$ cat src/rtl/alu_mem_seq_if.sv
// alu_mem_seq_if: request/response bundle between a requester and the ALU/memory sequencer
interface alu_mem_seq_if #(
   parameter int WIDTH = 8,
   parameter int DEPTH = 16
);
   localparam int AW = $clog2(DEPTH);
   logic             in_valid;
   logic             in_ready;
   logic [WIDTH-1:0] A;
   logic [WIDTH-1:0] B;
   logic [2:0]       Op;
   logic [AW-1:0]    Address;
   logic [1:0]       MemOp;
   logic             out_valid;
   logic             out_ready;
   logic [WIDTH:0]   Y;
   logic [WIDTH:0]   MemOut;
   logic             err;
   modport master (
      output in_valid, A, B, Op, Address, MemOp, out_ready,
      input  in_ready, out_valid, Y, MemOut, err
   );
   modport slave (
      input  in_valid, A, B, Op, Address, MemOp, out_ready,
      output in_ready, out_valid, Y, MemOut, err
   );
endinterface

$ cat src/rtl/alu_mem_seq.sv
// alu_mem_seq: handshaked ALU with shift-add multiply and a store/load/accumulate result memory
module alu_mem_seq #(
   parameter int WIDTH = 8,
   parameter int DEPTH = 16
) (
   input logic          clk,
   input logic          rst_n,
   alu_mem_seq_if.slave bus
);
   localparam int AW = $clog2(DEPTH);
   localparam int RW = WIDTH + 1;
   localparam int CW = $clog2(WIDTH + 1);
   localparam logic [1:0] IDLE = 2'd0;
   localparam logic [1:0] BUSY = 2'd1;
   localparam logic [1:0] DONE = 2'd2;
   localparam logic [2:0] OP_ADD = 3'b000;
   localparam logic [2:0] OP_SUB = 3'b001;
   localparam logic [2:0] OP_AND = 3'b010;
   localparam logic [2:0] OP_OR  = 3'b011;
   localparam logic [2:0] OP_XOR = 3'b100;
   localparam logic [2:0] OP_SHL = 3'b101;
   localparam logic [2:0] OP_MUL = 3'b110;
   localparam logic [2:0] OP_RSV = 3'b111;
   localparam logic [1:0] MEM_LD = 2'b10;

   logic [1:0]       state_q, state_d;
   logic [RW-1:0]    y_q, y_d;
   logic [RW-1:0]    memout_q, memout_d;
   logic             err_q, err_d;
   logic [RW-1:0]    acc_q, acc_d;
   logic [RW-1:0]    mcand_q, mcand_d;
   logic [WIDTH-1:0] mplier_q, mplier_d;
   logic [CW-1:0]    cnt_q, cnt_d;
   logic [AW-1:0]    addr_q, addr_d;
   logic [1:0]       memop_q, memop_d;
   logic [RW-1:0]    mem_q [DEPTH];

   logic [RW-1:0] a_x, b_x, alu_y, fin_y, wr_data;
   logic [AW-1:0] wr_addr;
   logic [1:0]    wr_op;
   logic          accept, is_mul, mul_done, done_entry, wr_en;

   // single-cycle ALU result from the operands presented at accept
   always_comb begin
      a_x   = {1'b0, bus.A};
      b_x   = {1'b0, bus.B};
      alu_y = bus.Op == OP_ADD ? a_x + b_x :
              bus.Op == OP_SUB ? a_x - b_x :
              bus.Op == OP_AND ? a_x & b_x :
              bus.Op == OP_OR  ? a_x | b_x :
              bus.Op == OP_XOR ? a_x ^ b_x :
              bus.Op == OP_SHL ? (int'(bus.B) >= RW ? '0 : a_x << bus.B) :
              '0;
   end

   // handshake decode, final result selection and memory write port
   always_comb begin
      accept     = bus.in_valid && state_q == IDLE;
      is_mul     = bus.Op == OP_MUL;
      mul_done   = state_q == BUSY && cnt_q == CW'(WIDTH - 1);
      fin_y      = state_q == BUSY ? acc_q + (mplier_q[0] ? mcand_q : '0) : alu_y;
      done_entry = (accept && !is_mul) || mul_done;
      wr_op      = state_q == IDLE ? bus.MemOp : memop_q;
      wr_addr    = state_q == IDLE ? bus.Address : addr_q;
      wr_en      = done_entry && wr_op[0] && !(state_q == IDLE && bus.Op == OP_RSV);
      wr_data    = wr_op[1] ? mem_q[wr_addr] + fin_y : fin_y;
   end

   // next-state for the sequencer, multiplier datapath and held outputs
   always_comb begin
      state_d  = accept ? (is_mul ? BUSY : DONE) :
                 mul_done ? DONE :
                 (state_q == DONE && bus.out_ready) ? IDLE : state_q;
      acc_d    = accept ? '0 : state_q == BUSY ? fin_y : acc_q;
      mcand_d  = accept ? a_x : state_q == BUSY ? mcand_q << 1 : mcand_q;
      mplier_d = accept ? bus.B : state_q == BUSY ? mplier_q >> 1 : mplier_q;
      cnt_d    = accept ? '0 : state_q == BUSY ? cnt_q + 1'b1 : cnt_q;
      addr_d   = accept ? bus.Address : addr_q;
      memop_d  = accept ? bus.MemOp : memop_q;
      y_d      = done_entry ? fin_y : y_q;
      err_d    = accept ? bus.Op == OP_RSV : err_q;
      memout_d = accept ? (bus.MemOp == MEM_LD ? mem_q[bus.Address] : '0) : memout_q;
   end

   // control and datapath registers, cleared by reset (abandons any multiply)
   always_ff @(posedge clk or negedge rst_n) begin
      if (!rst_n) begin
         state_q  <= IDLE;
         y_q      <= '0;
         memout_q <= '0;
         err_q    <= 1'b0;
         acc_q    <= '0;
         mcand_q  <= '0;
         mplier_q <= '0;
         cnt_q    <= '0;
         addr_q   <= '0;
         memop_q  <= '0;
      end else begin
         state_q  <= state_d;
         y_q      <= y_d;
         memout_q <= memout_d;
         err_q    <= err_d;
         acc_q    <= acc_d;
         mcand_q  <= mcand_d;
         mplier_q <= mplier_d;
         cnt_q    <= cnt_d;
         addr_q   <= addr_d;
         memop_q  <= memop_d;
      end
   end

   // result memory: written on the edge that enters DONE, fully cleared by reset
   always_ff @(posedge clk or negedge rst_n) begin
      if (!rst_n) begin
         for (int i = 0; i < DEPTH; i++) mem_q[i] <= '0;
      end else if (wr_en) begin
         mem_q[wr_addr] <= wr_data;
      end
   end

   assign bus.in_ready  = state_q == IDLE;
   assign bus.out_valid = state_q == DONE;
   assign bus.Y         = y_q;
   assign bus.MemOut    = memout_q;
   assign bus.err       = err_q;
endmodule
$ cat src/flat_wrapper.sv
// flat-port wrapper written by rule: the top's interface ports become plain ports
module alu_mem_seq_flat 
#(
   parameter int WIDTH = 8,
   parameter int DEPTH = 16
)
  (clk, rst_n, bus_in_valid, bus_A, bus_B, bus_Op, bus_Address, bus_MemOp, bus_out_ready, bus_in_ready, bus_out_valid, bus_Y, bus_MemOut, bus_err);
  alu_mem_seq_if #(.WIDTH(WIDTH), .DEPTH(DEPTH)) bus_i ();
  input logic clk;
  input logic rst_n;
  input wire logic [$bits(bus_i.in_valid)-1:0] bus_in_valid;
  input wire logic [$bits(bus_i.A)-1:0] bus_A;
  input wire logic [$bits(bus_i.B)-1:0] bus_B;
  input wire logic [$bits(bus_i.Op)-1:0] bus_Op;
  input wire logic [$bits(bus_i.Address)-1:0] bus_Address;
  input wire logic [$bits(bus_i.MemOp)-1:0] bus_MemOp;
  input wire logic [$bits(bus_i.out_ready)-1:0] bus_out_ready;
  output wire logic [$bits(bus_i.in_ready)-1:0] bus_in_ready;
  output wire logic [$bits(bus_i.out_valid)-1:0] bus_out_valid;
  output wire logic [$bits(bus_i.Y)-1:0] bus_Y;
  output wire logic [$bits(bus_i.MemOut)-1:0] bus_MemOut;
  output wire logic [$bits(bus_i.err)-1:0] bus_err;
  assign bus_i.in_valid = bus_in_valid;
  assign bus_i.A = bus_A;
  assign bus_i.B = bus_B;
  assign bus_i.Op = bus_Op;
  assign bus_i.Address = bus_Address;
  assign bus_i.MemOp = bus_MemOp;
  assign bus_i.out_ready = bus_out_ready;
  assign bus_in_ready = bus_i.in_ready;
  assign bus_out_valid = bus_i.out_valid;
  assign bus_Y = bus_i.Y;
  assign bus_MemOut = bus_i.MemOut;
  assign bus_err = bus_i.err;
  alu_mem_seq #(.WIDTH(WIDTH), .DEPTH(DEPTH)) u_core (.clk(clk), .rst_n(rst_n), .bus(bus_i));
endmodule
$ cat config.mk
export PLATFORM = sky130hd
export DESIGN_NAME = alu_mem_seq_flat
export DESIGN_NICKNAME = d
export VERILOG_FILES = /design/src/rtl/alu_mem_seq_if.sv /design/src/rtl/alu_mem_seq.sv /design/src/flat_wrapper.sv
export SDC_FILE = /design/constraint.sdc
export NUM_CORES = 1
export LEC_CHECK = 0
export BUFFER_PORTS_ARGS = -buffer_cell sky130_fd_sc_hd__buf_2
export CAP_MARGIN = 30
export CORE_MARGIN = 5
export CORE_UTILIZATION = 25
export CTS_BUF_LIST = sky130_fd_sc_hd__clkbuf_8
export DETAILED_ROUTE_END_ITERATION = 10
export PLACE_DENSITY = 0.37
export SLEW_MARGIN = 0
export SYNTH_ARGS = -nofsm -noshare
export SYNTH_HDL_FRONTEND = slang
export SYNTH_SLANG_ARGS = --single-unit
$ cat constraint.sdc
create_clock -name clk -period 6 [get_ports clk]
set_input_delay 1.2 -clock clk [delete_from_list [all_inputs] [get_ports clk]]
set_output_delay 1.2 -clock clk [all_outputs]
set_load 0.01 [all_outputs]
==> impl_metrics.ini, run 1 <==
[floorplanning]
start_util_pct = 25.3
fp.dieW_um = 227
placementRows = 79
die-height_um = 227
die_area_um2 = 51500
core_um2 = 46600
io_pins = 50

[clock_network]
path_clk_slew_ns = 0.05
cts_buffer_depth = 3
clk_latency_ns = 0.60
postCtsHoldBufs = 0
cts_buffers = 41
cts_tree = built
clockRootBuffer = clkbuf_8
cts.sinks = 201
htreeDepth = 2
postCtsSetupBuffers = 0
cts_resized = 0

[run_status]
status = completed

[sta]
grt_setup_unrepaired = no
worst_pin_slew_ns = 1.03
fin_crit_sh_pct = 82.1
skew_ns = 0.0228
slew_headroom_pct = 31.4
finalSetupTns_ns = 0
post-route-min-period_ns = 4.92
final-hold-violation-count = 0
report.final.slew_viol_count = 0
timing.fmax_mhz = 203
setup_viol = 0

[min_path]
hold_class = register to register
holdPathStages = 2
hold_path.startpoint = u_core.bus.MemOut[1]
holdPathEnd = u_core.bus.MemOut[1]

[worst_setup_path]
end_kind = register
r2r_setup_slack_ns = 1.08
r2r_start = u_core.state_q[0]
worstPathArrival_ns = 5.36
timing.rr.end = u_core.mem_q[143]
crit_fanout = 16
critPathRequiredTime_ns = 6.43
crit_type = register to register
r2r_cells = 16
cp-start-kind = register

[finish]
fin_nets = 1347
nFillCells = 4891
synthToLayoutAreaGrowth_pct = 15.3
final_cells = 1904
drive_above_1_share_pct = 17.2
antenna_cells = 0

[grt]
grtUsageMet2_pct = 25.5
grt_pass1_wl_um = 64900
grt_use_met3_pct = 2.93
top_usage_layer = met2
grt_pass1_vias = 9856
overflow = 0
grt_max_degree = 108
use_met1_pct = 24.5
grt_usage_pct = 16.7
antenna_found_initial = 0

[logic_synthesis]
ys.flop_type = dfrtp_1
yosysTopAreaCell = dfrtp_1
yosys-top-cells-area = dfrtp_1 43%, mux4_2 9.0%, nand2_1 7.4%, o21ai_1 5.8%, ha_1 4.4%
ys_seq_area_share_pct = 42.7
synthArstFlopShare_pct = 100
synth-seq-cells = 201
syn_area_per_cell_um2 = 9.57
synth_edf_count = 0
yosys_warnings = 0
synth_nets = 1303
synth.most_common_cell = nand2_1
netlist_area_um2 = 11800
synthCells = 1229
synthDistinctLibCells = 67
yosys-top-cells-count = 233 x nand2_1, 201 x dfrtp_1, 136 x o21ai_1
synthDominantCellAreaShare_pct = 42.7

[routing]
wl_per_cell_um = 22.5
vias = 9766
drt_iter0_drc = 698
vias_per_cell = 5.13
drc = 0
ant_nets = 0
wirelength_um = 42800
firstDrtPassIters = 5

[power_and_ir_drop]
pwr-share-comb_pct = 52.8
p_per_area_nw_per_um2 = 599
seq_power_share_pct = 29.8
intPower_mw = 4.32
vdd_drop_max_mv = 0.266
p_leak_nw = 5.95
power_switching_mw = 3.80
p_sw_share_pct = 46.8
clkPwrFrac_pct = 17.5

[placement]
port_buffers = 49
gp_congestion = 0.849
dp.cells = 1836
dpl.hpwl_um = 28000

[run]
drv_cap = 0
-- worst max-delay path by stage --
stage / from / end / slack (ns)
final: u_core.state_q[0] / u_core.mem_q[143] / 1.08
after global routing: u_core.state_q[0] / u_core.mem_q[143] / 0.64
after CTS: u_core.state_q[0] / u_core.mem_q[143] / 1.05
after detailed placement: bus_B[7] / u_core.mem_q[143] / 0.53
after global placement: bus_B[1] / u_core.mem_q[8] / 0.57
after floorplan: bus_B[7] / u_core.mem_q[42] / 1.33
-- registers in the layout (all words and copies together), names as in the netlist --
signal,flops
u_core.mem_q,144
u_core.bus.Y,9
u_core.state_q,2
u_core.bus.err,1
u_core.cnt_q,4
u_core.memop_q,2
u_core.mplier_q,8
u_core.bus.MemOut,9
u_core.mcand_q,9
u_core.acc_q,9
u_core.addr_q,4
-- logic make-up after synthesis --
kind of cell	after synthesis	synth area share, %
xor gates and xnor gates	21	1.63
muxes	96	13.6
DFF	201	42.7
AOI/OAI and AO/OA	377	19.1
buffers and inverters	123	4.16
adders and majority gates	45	5.04
and+or+nand+nor	366	13.8
-- power by group through the flow --
stage / clock, mW / sequential, mW / combinational [mW]
2_1_floorplan: 0 / 2.30 / 2.86
3_3_place_gp: 0 / 2.43 / 4.32
3_5_place_dp: 0 / 2.44 / 4.31
4_1_cts: 1.48 / 2.42 / 4.34
5_1_grt: 1.53 / 2.50 / 4.77
6_report: 1.42 / 2.42 / 4.28
-- per-stage QoR --
| step | util (%) | worst slack [ns] | cell area, µm² | hold slack, ns | power [mW] |
|---|---|---|---|---|---|
| after floorplan | - | 1.33 | 11800 | 0.445 | 5.16 |
| after global placement | 27.3 | 0.566 | 12700 | 0.457 | 6.75 |
| after detailed placement | 27.4 | 0.532 | 12800 | 0.465 | 6.75 |
| after CTS | 29.1 | 1.05 | 13500 | 0.478 | 8.23 |
| after global routing | 29.1 | 0.639 | 13600 | 0.497 | 8.79 |
| final | 29.1 | 1.08 | 13600 | 0.469 | 8.12 |
-- metal layers --
metal	part of all wire, %	up-vias
met2	44	229
met3	4.7	64
met1	49	4875
met5	0	-
met4	2.2	0
li1	-	4598
-- placed cells by master, fill, tap and decap left out, drive strengths merged, types with 7 or more instances in the layout --
cell type and count:
and4 8, xnor2 15, and2 10, inv 52
ha 41, or3 7, nand3 9, o22ai 75
buf 81, nand2 233, nor3 20, mux4 47
a31oi 8, a21oi 40, dfrtp 201, nor2 41
a22oi 14, mux2 38, nand3b 8, o21ai 192
nor2b 10, clkbuf 52, mux2i 11
-- critical path: stages (launching register included) --
cell and delay, ns:
dfrtp_1 0.54, or2_1 0.58, inv_2 0.22, o31ai_4 0.78, o21ai_1 0.17, and4_1 0.29, ha_1 0.23, inv_1 0.08
fa_1 0.19, nor2b_1 0.06, o21ai_1 0.17, a21oi_1 0.12, a211o_1 0.28, a21oi_1 0.12, mux2i_1 0.12, xnor2_2 0.68
o21ai_1 0.14
-- layout make-up --
| cell class | instances | area, µm² | area share [%] |
|---|---|---|---|
| repair buffers | 82 | 567 | 4.18 |
| flip-flops and latches | 201 | 5030 | 37.1 |
| multi-input cells | 905 | 6260 | 46.2 |
| clock inverters | 16 | 85.1 | 0.627 |
| well taps | 607 | 759 | 5.60 |
| clock buffers | 51 | 702 | 5.17 |
| inverters | 42 | 158 | 1.16 |
(Power assumes the default switching activity.)
==> run 2: changes to the inputs <==
Settings changed: ABC_AREA set to 1.
Clock period 6 ns to 5 ns, I/O delays scaled along.
==> run 2 against run 1 <==
Utilization grew 0.62 points. Sequential cell count is the same. Synthesized area grew 6.0%. Clock skew grew 0.012 ns. Critical endpoint is now u_core.mem_q[44].
==> impl_metrics.ini, run 2 <==
[run_status]
status = completed

[routing]
vias = 12500
drc = 0
firstDrtPassIters = 5
wirelength_um = 54500
wl_met2_um = 23500
ant_nets = 0
drt_iter0_drc = 1131
met1_length_um = 26500
route.met3.wl_um = 3190
wl_per_cell_um = 21.8
vias_per_cell = 5.00
top_layer = met4

[logic_synthesis]
yosysTopAreaCell = dfrtp_1
synth-seq-cells = 201
synth.most_common_cell = nand2_1
ys.flop_type = dfrtp_1
ys_seq_area_share_pct = 40.3
netlist_area_um2 = 12500
yosys-top-cells-count = 551 x nand2_1, 201 x dfrtp_1, 155 x o21ai_0
synthCells = 1726
yosys-top-cells-area = dfrtp_1 40%, nand2_1 17%, o21ai_0 6.2%, nor2_1 4.2%, nand3_1 4.1%
synth_nets = 1800
synthDominantCellAreaShare_pct = 40.3
synthDistinctLibCells = 45
synth_edf_count = 0
synthArstFlopShare_pct = 100
syn_area_per_cell_um2 = 7.23
yosys_warnings = 0

[power_and_ir_drop]
vdd_drop_max_mv = 0.152
p_per_area_nw_per_um2 = 264
p_leak_nw = 7.26

[floorplanning]
start_util_pct = 25.4
fp.dieW_um = 233
die-height_um = 233
core_um2 = 49200
die_area_um2 = 54500
placementRows = 81
io_pins = 50

[clock_network]
htreeDepth = 2
cts_tree = built
cts_resized = 0
cts_buffer_depth = 3
clk_latency_ns = 0.61
clockRootBuffer = clkbuf_8
path_clk_slew_ns = 0.06
postCtsSetupBuffers = 0
cts_buffers = 42
postCtsHoldBufs = 0
cts.sinks = 201

[finish]
largest_reg_flops = 144
layout_common_cells = 549 x nand2_1, 201 x dfrtp_1, 155 x o21ai_0
top_register = u_core.mem_q
antenna_cells = 0
synthToLayoutAreaGrowth_pct = 17.3
drive_above_1_share_pct = 12.1
fin_area_um2 = 14600
layout_commonest_cell = nand2_1
fin_nets = 1885

[sta]
fin_crit_sh_pct = 87.0
worst_pin_slew_ns = 0.822
report.final.slew_viol_count = 0
grt_setup_unrepaired = no
setup_viol = 0
post-route-min-period_ns = 4.35
skew_ns = 0.0352
finalSetupTns_ns = 0
slew_headroom_pct = 45.0
final-hold-violation-count = 0
timing.fmax_mhz = 230

[worst_setup_path]
worstPathArrival_ns = 4.87
cp-start-kind = register
r2r_start = u_core.state_q[0]
timing.rr.end = u_core.mem_q[44]
crit_fanout = 16
crit_start = u_core.state_q[0]
crit_type = register to register
endpoint = u_core.mem_q[44]
r2r_setup_slack_ns = 0.65
r2r_cells = 19
critPathRequiredTime_ns = 5.52
end_kind = register

[placement]
dpl_cell_area_um2 = 13800
dpl.hpwl_um = 38000
gp_congestion = 0.850
port_buffers = 49

[grt]
antenna_found_initial = 0
overflow = 0
grt_pass1_vias = 12300
grt_pass1_wl_um = 81200
grt_max_degree = 86
grt_usage_pct = 19.8

[run]
drv_cap = 0

[min_path]
hold_class = primary input to asynchronous set/reset pin
[run 2: worst min path at each step]
stage                              to  cells past startpoint
finish                u_core.acc_q[7]                      1
global route          u_core.acc_q[7]                      1
CTS                   u_core.cnt_q[0]                      1
detailed placement     u_core.bus.err                      2
global placement    u_core.memop_q[1]                      2
floorplan           u_core.memop_q[1]                      2
[run 2: logic make-up after synthesis]
family | after synthesis | synth area share (%)
and+or+nand+nor | 856 | 28.3
AOI/OAI and AO/OA | 380 | 18.1
buffers and inverters | 231 | 7.54
DFF | 201 | 40.3
adders and majority gates | 45 | 4.75
xor gates and xnor gates | 9 | 0.632
muxes | 4 | 0.321
[run 2: worst max-delay path, stage by stage, from the launching register on]
cell	delay, ns
dfrtp_1	0.45
nor2_4	0.36
nand2_1	0.12
o21ai_2	0.16
nor2_1	0.10
inv_2	0.35
buf_4	0.25
o22ai_1	0.07
o21ai_0	0.51
o2111a_1	0.36
ha_1	0.31
a21oi_1	0.16
o21ai_0	0.09
a31oi_1	0.18
inv_1	0.09
nand2_2	0.09
nand3_1	0.09
nand2_2	0.30
nand3_1	0.12
nand2_1	0.09
[run 2: where the power goes]
group,switching [mW],total [mW],internal [mW]
Combinational,0.325,0.441,0.116
Clock,0.795,1.80,1.00
Sequential,0,1.63,1.63
[run 2: routing by layer]
metal / vias up / track usage, %
met5: - / 0
met4: 0 / 5.19
met3: 72 / 3.54
met2: 372 / 30.0
met1: 6093 / 29.1
li1: 5966 / -
[run 2: metrics by stage]
step / setup slack [ns] / power, mW / instances / hold WS (ns) / util [%]
CTS: 0.682 / 3.94 / 2502 / 0.401 / 29.8
floorplan: 0.860 / 1.89 / 1726 / 0.444 / -
finish: 0.651 / 3.87 / 2502 / 0.391 / 29.8
global placement: 0.0183 / 2.10 / 2430 / 0.458 / 28.1
global route: 0.196 / 4.06 / 2502 / 0.431 / 29.8
detailed placement: 0.0650 / 2.10 / 2431 / 0.462 / 28.1
[run 2: final cells by class]
type	count	area, µm²
fillers	5373	34500
multi-input cells	1294	6510
flip-flops and latches	201	5030
repair buffers	125	876
well taps	664	831
clock buffers	50	688
inverters	147	553
clock inverters	21	140
==> run 3: changes to the inputs <==
--- a/config.mk
+++ b/config.mk
@@ -15,2 +15,3 @@
 export PLACE_DENSITY = 0.37
+export SKIP_CTS_REPAIR_TIMING = 1
 export SLEW_MARGIN = 0
==> constraint.sdc (replaced) <==
create_clock -name clk -period 5 [get_ports clk]
set_input_delay 0.25 -clock clk [delete_from_list [all_inputs] [get_ports clk]]
set_output_delay 0.25 -clock clk [all_outputs]
set_load 0.01 [all_outputs]
==> run 3 against run 2 <==
Sequential share of layout area rose by 0.43 points. Sequential power about the same. Register-to-register slack lost 0.21 ns. Clock skew up 0.020 ns. Final cell count down 0.60%. Power is 2.1% lower. Highest routed layer unchanged. Critical path depth grew 3. Combinational power shrank 0.9%. Worst hold slack worse by 0.35 ns.
==> impl_metrics.ini, run 3 (synthesis gave the netlist of run 2 again) <==
[worst_setup_path]
critical_path.cell_chain = nor2_4 > nand2_1 > o21ai_2 > nor2_1 > inv_2 > buf_4 > o22ai_1 > o21ai_0 > o2111a_1 > ha_1 > inv_1 > fa_1 > inv_1 > nand3_1 > nand2_1 > a31oi_1 > inv_1 > nor2_1 > nor2_1 > nand3_2 > nand3_1 > nand2_1
slowest_delay_ns = 0.45
crit_path_top_delay_cell = dfrtp_1
cp-start-kind = register
end_kind = register
critPathRequiredTime_ns = 5.48
critPathBufInv = 5
crit_fanout = 16
worstPathArrival_ns = 5.03
r2r_setup_slack_ns = 0.45
cp_top_family = simple AND/OR/NAND/NOR gates
crit_type = register to register

[grt]
grt_max_degree = 120
grtUsageMet2_pct = 28.8
grt_pass1_vias = 12100
grt_use_met3_pct = 4.45
antenna_found_initial = 0
grt_pass1_wl_um = 81000
use_met1_pct = 29.4
overflow = 0
top_usage_layer = met1
grt_usage_pct = 19.8

[run]
drv_cap = 0

[routing]
vias = 12500
drc = 0
firstDrtPassIters = 7
ant_nets = 0
wirelength_um = 54300
vias_per_cell = 5.04
wl_per_cell_um = 21.8
drt_iter0_drc = 1100

[sta]
fin_crit_sh_pct = 91.1
fin_hold_ws_ns = 0.0424
skew_ns = 0.0553
setup_viol = 0
report.final.slew_viol_count = 0
timing.fmax_mhz = 220
post-route-min-period_ns = 4.55
setup_slack_ns = 0.446
slew_headroom_pct = 31.8
final-hold-violation-count = 0
worst_pin_slew_ns = 1.02
finalSetupTns_ns = 0
grt_setup_unrepaired = no

[floorplanning]
die_area_um2 = 54500
die-height_um = 233
placementRows = 81
io_pins = 50
core_um2 = 49200
start_util_pct = 25.4
fp.dieW_um = 233

[placement]
dpl.hpwl_um = 37900
place_ws_ns = 0.524
gp_congestion = 0.883
port_buffers = 49

[finish]
synthToLayoutAreaGrowth_pct = 15.8
fin_nets = 1869
top_register = u_core.mem_q
nFillCells = 5329
largest_reg_flops = 144
drive_above_1_share_pct = 11.1
layout_commonest_cell = nand2_1
layout_common_cells = 549 x nand2_1, 201 x dfrtp_1, 155 x o21ai_0

[clock_network]
cts_tree = built
clockRootBuffer = clkbuf_8
cts_buffer_depth = 3
htreeDepth = 2
cts.sinks = 201
cts_buffers = 42
clk_latency_ns = 0.64
path_clk_slew_ns = 0.06

[power_and_ir_drop]
seq_power_share_pct = 43.0
p_leak_nw = 7.14
clkPwrFrac_pct = 45.5
power_switching_mw = 1.13
p_sw_share_pct = 30.0
pwr-share-comb_pct = 11.5
vdd_drop_max_mv = 0.129
intPower_mw = 2.65
p_per_area_nw_per_um2 = 262
p_total_mw = 3.79

[min_path]
hold_class = primary input to register

[run_status]
status = completed
## run 3: cell types whose count changed in the layout (fill, tap and decap cells not counted)
cell           previous run  this run
buf_12                    4         1
buf_4                    72        55
bufinv_16                 2         0
clkbuf_8                 50        51
clkinvlp_4                0         2
diode_2                   0         1
dlygate4sd3_1             0         4
inv_1                   144       143
## run 3: stage by stage
stage          util, %  cells  cell area, µm²
3_5_place_dp      27.7   2411           13600
4_1_cts           29.3   2482           14400
3_3_place_gp      27.7   2411           13600
5_1_grt           29.4   2486           14400
2_1_floorplan        -   1726           12500
6_report          29.4   2487           14400
## run 3: final timing paths
path,start,endpoint,depth (start not counted)
worst max-delay path,u_core.state_q[0],u_core.mem_q[17],22
worst min-delay path,bus_in_valid,u_core.acc_q[0],4
worst max register to register,u_core.state_q[0],u_core.mem_q[17],22
worst min register to register,u_core.bus.MemOut[8],u_core.bus.MemOut[8],2
max in group asynchronous,rst_n,u_core.mem_q[14],3
min in group asynchronous,rst_n,u_core.acc_q[7],2
## run 3: area by class of cell
class / count / area, µm² / share of cell area (%)
Inverter: 147 / 553 / 3.83
Clock buffer: 51 / 702 / 4.86
Tap cell: 664 / 831 / 5.75
Clock inverter: 20 / 91.3 / 0.632
Antenna cell: 1 / 2.50 / 0.0173
Timing Repair Buffer: 109 / 728 / 5.04
Sequential cell: 201 / 5030 / 34.8
Multi-Input combinational cell: 1294 / 6510 / 45.0
## run 3: worst reg2reg max path, delay by kind of cell (launching register included)
| family | cells | cell delay (ns) |
|---|---|---|
| AO/OA/AOI/OAI | 5 | 0.93 |
| buffers and inverters | 5 | 0.97 |
| adder cells (fa/ha/maj) | 2 | 0.57 |
| AND/OR/NAND/NOR | 10 | 1.51 |
| flip-flops | 1 | 0.45 |
## run 3: metal layers
metal	share of wire [%]	routed length, µm
met5	0	0
met4	2.3	1250
met1	48	26300
met2	42	22900
met3	7.2	3900
## run 3: power by group through the flow
stage	Clock, mW	Combinational, mW	Sequential [mW]
after floorplan	0	0.234	1.66
after global placement	0	0.436	1.66
after detailed placement	0	0.434	1.66
after CTS	1.79	0.435	1.63
after global routing	1.85	0.480	1.63
final	1.72	0.437	1.63
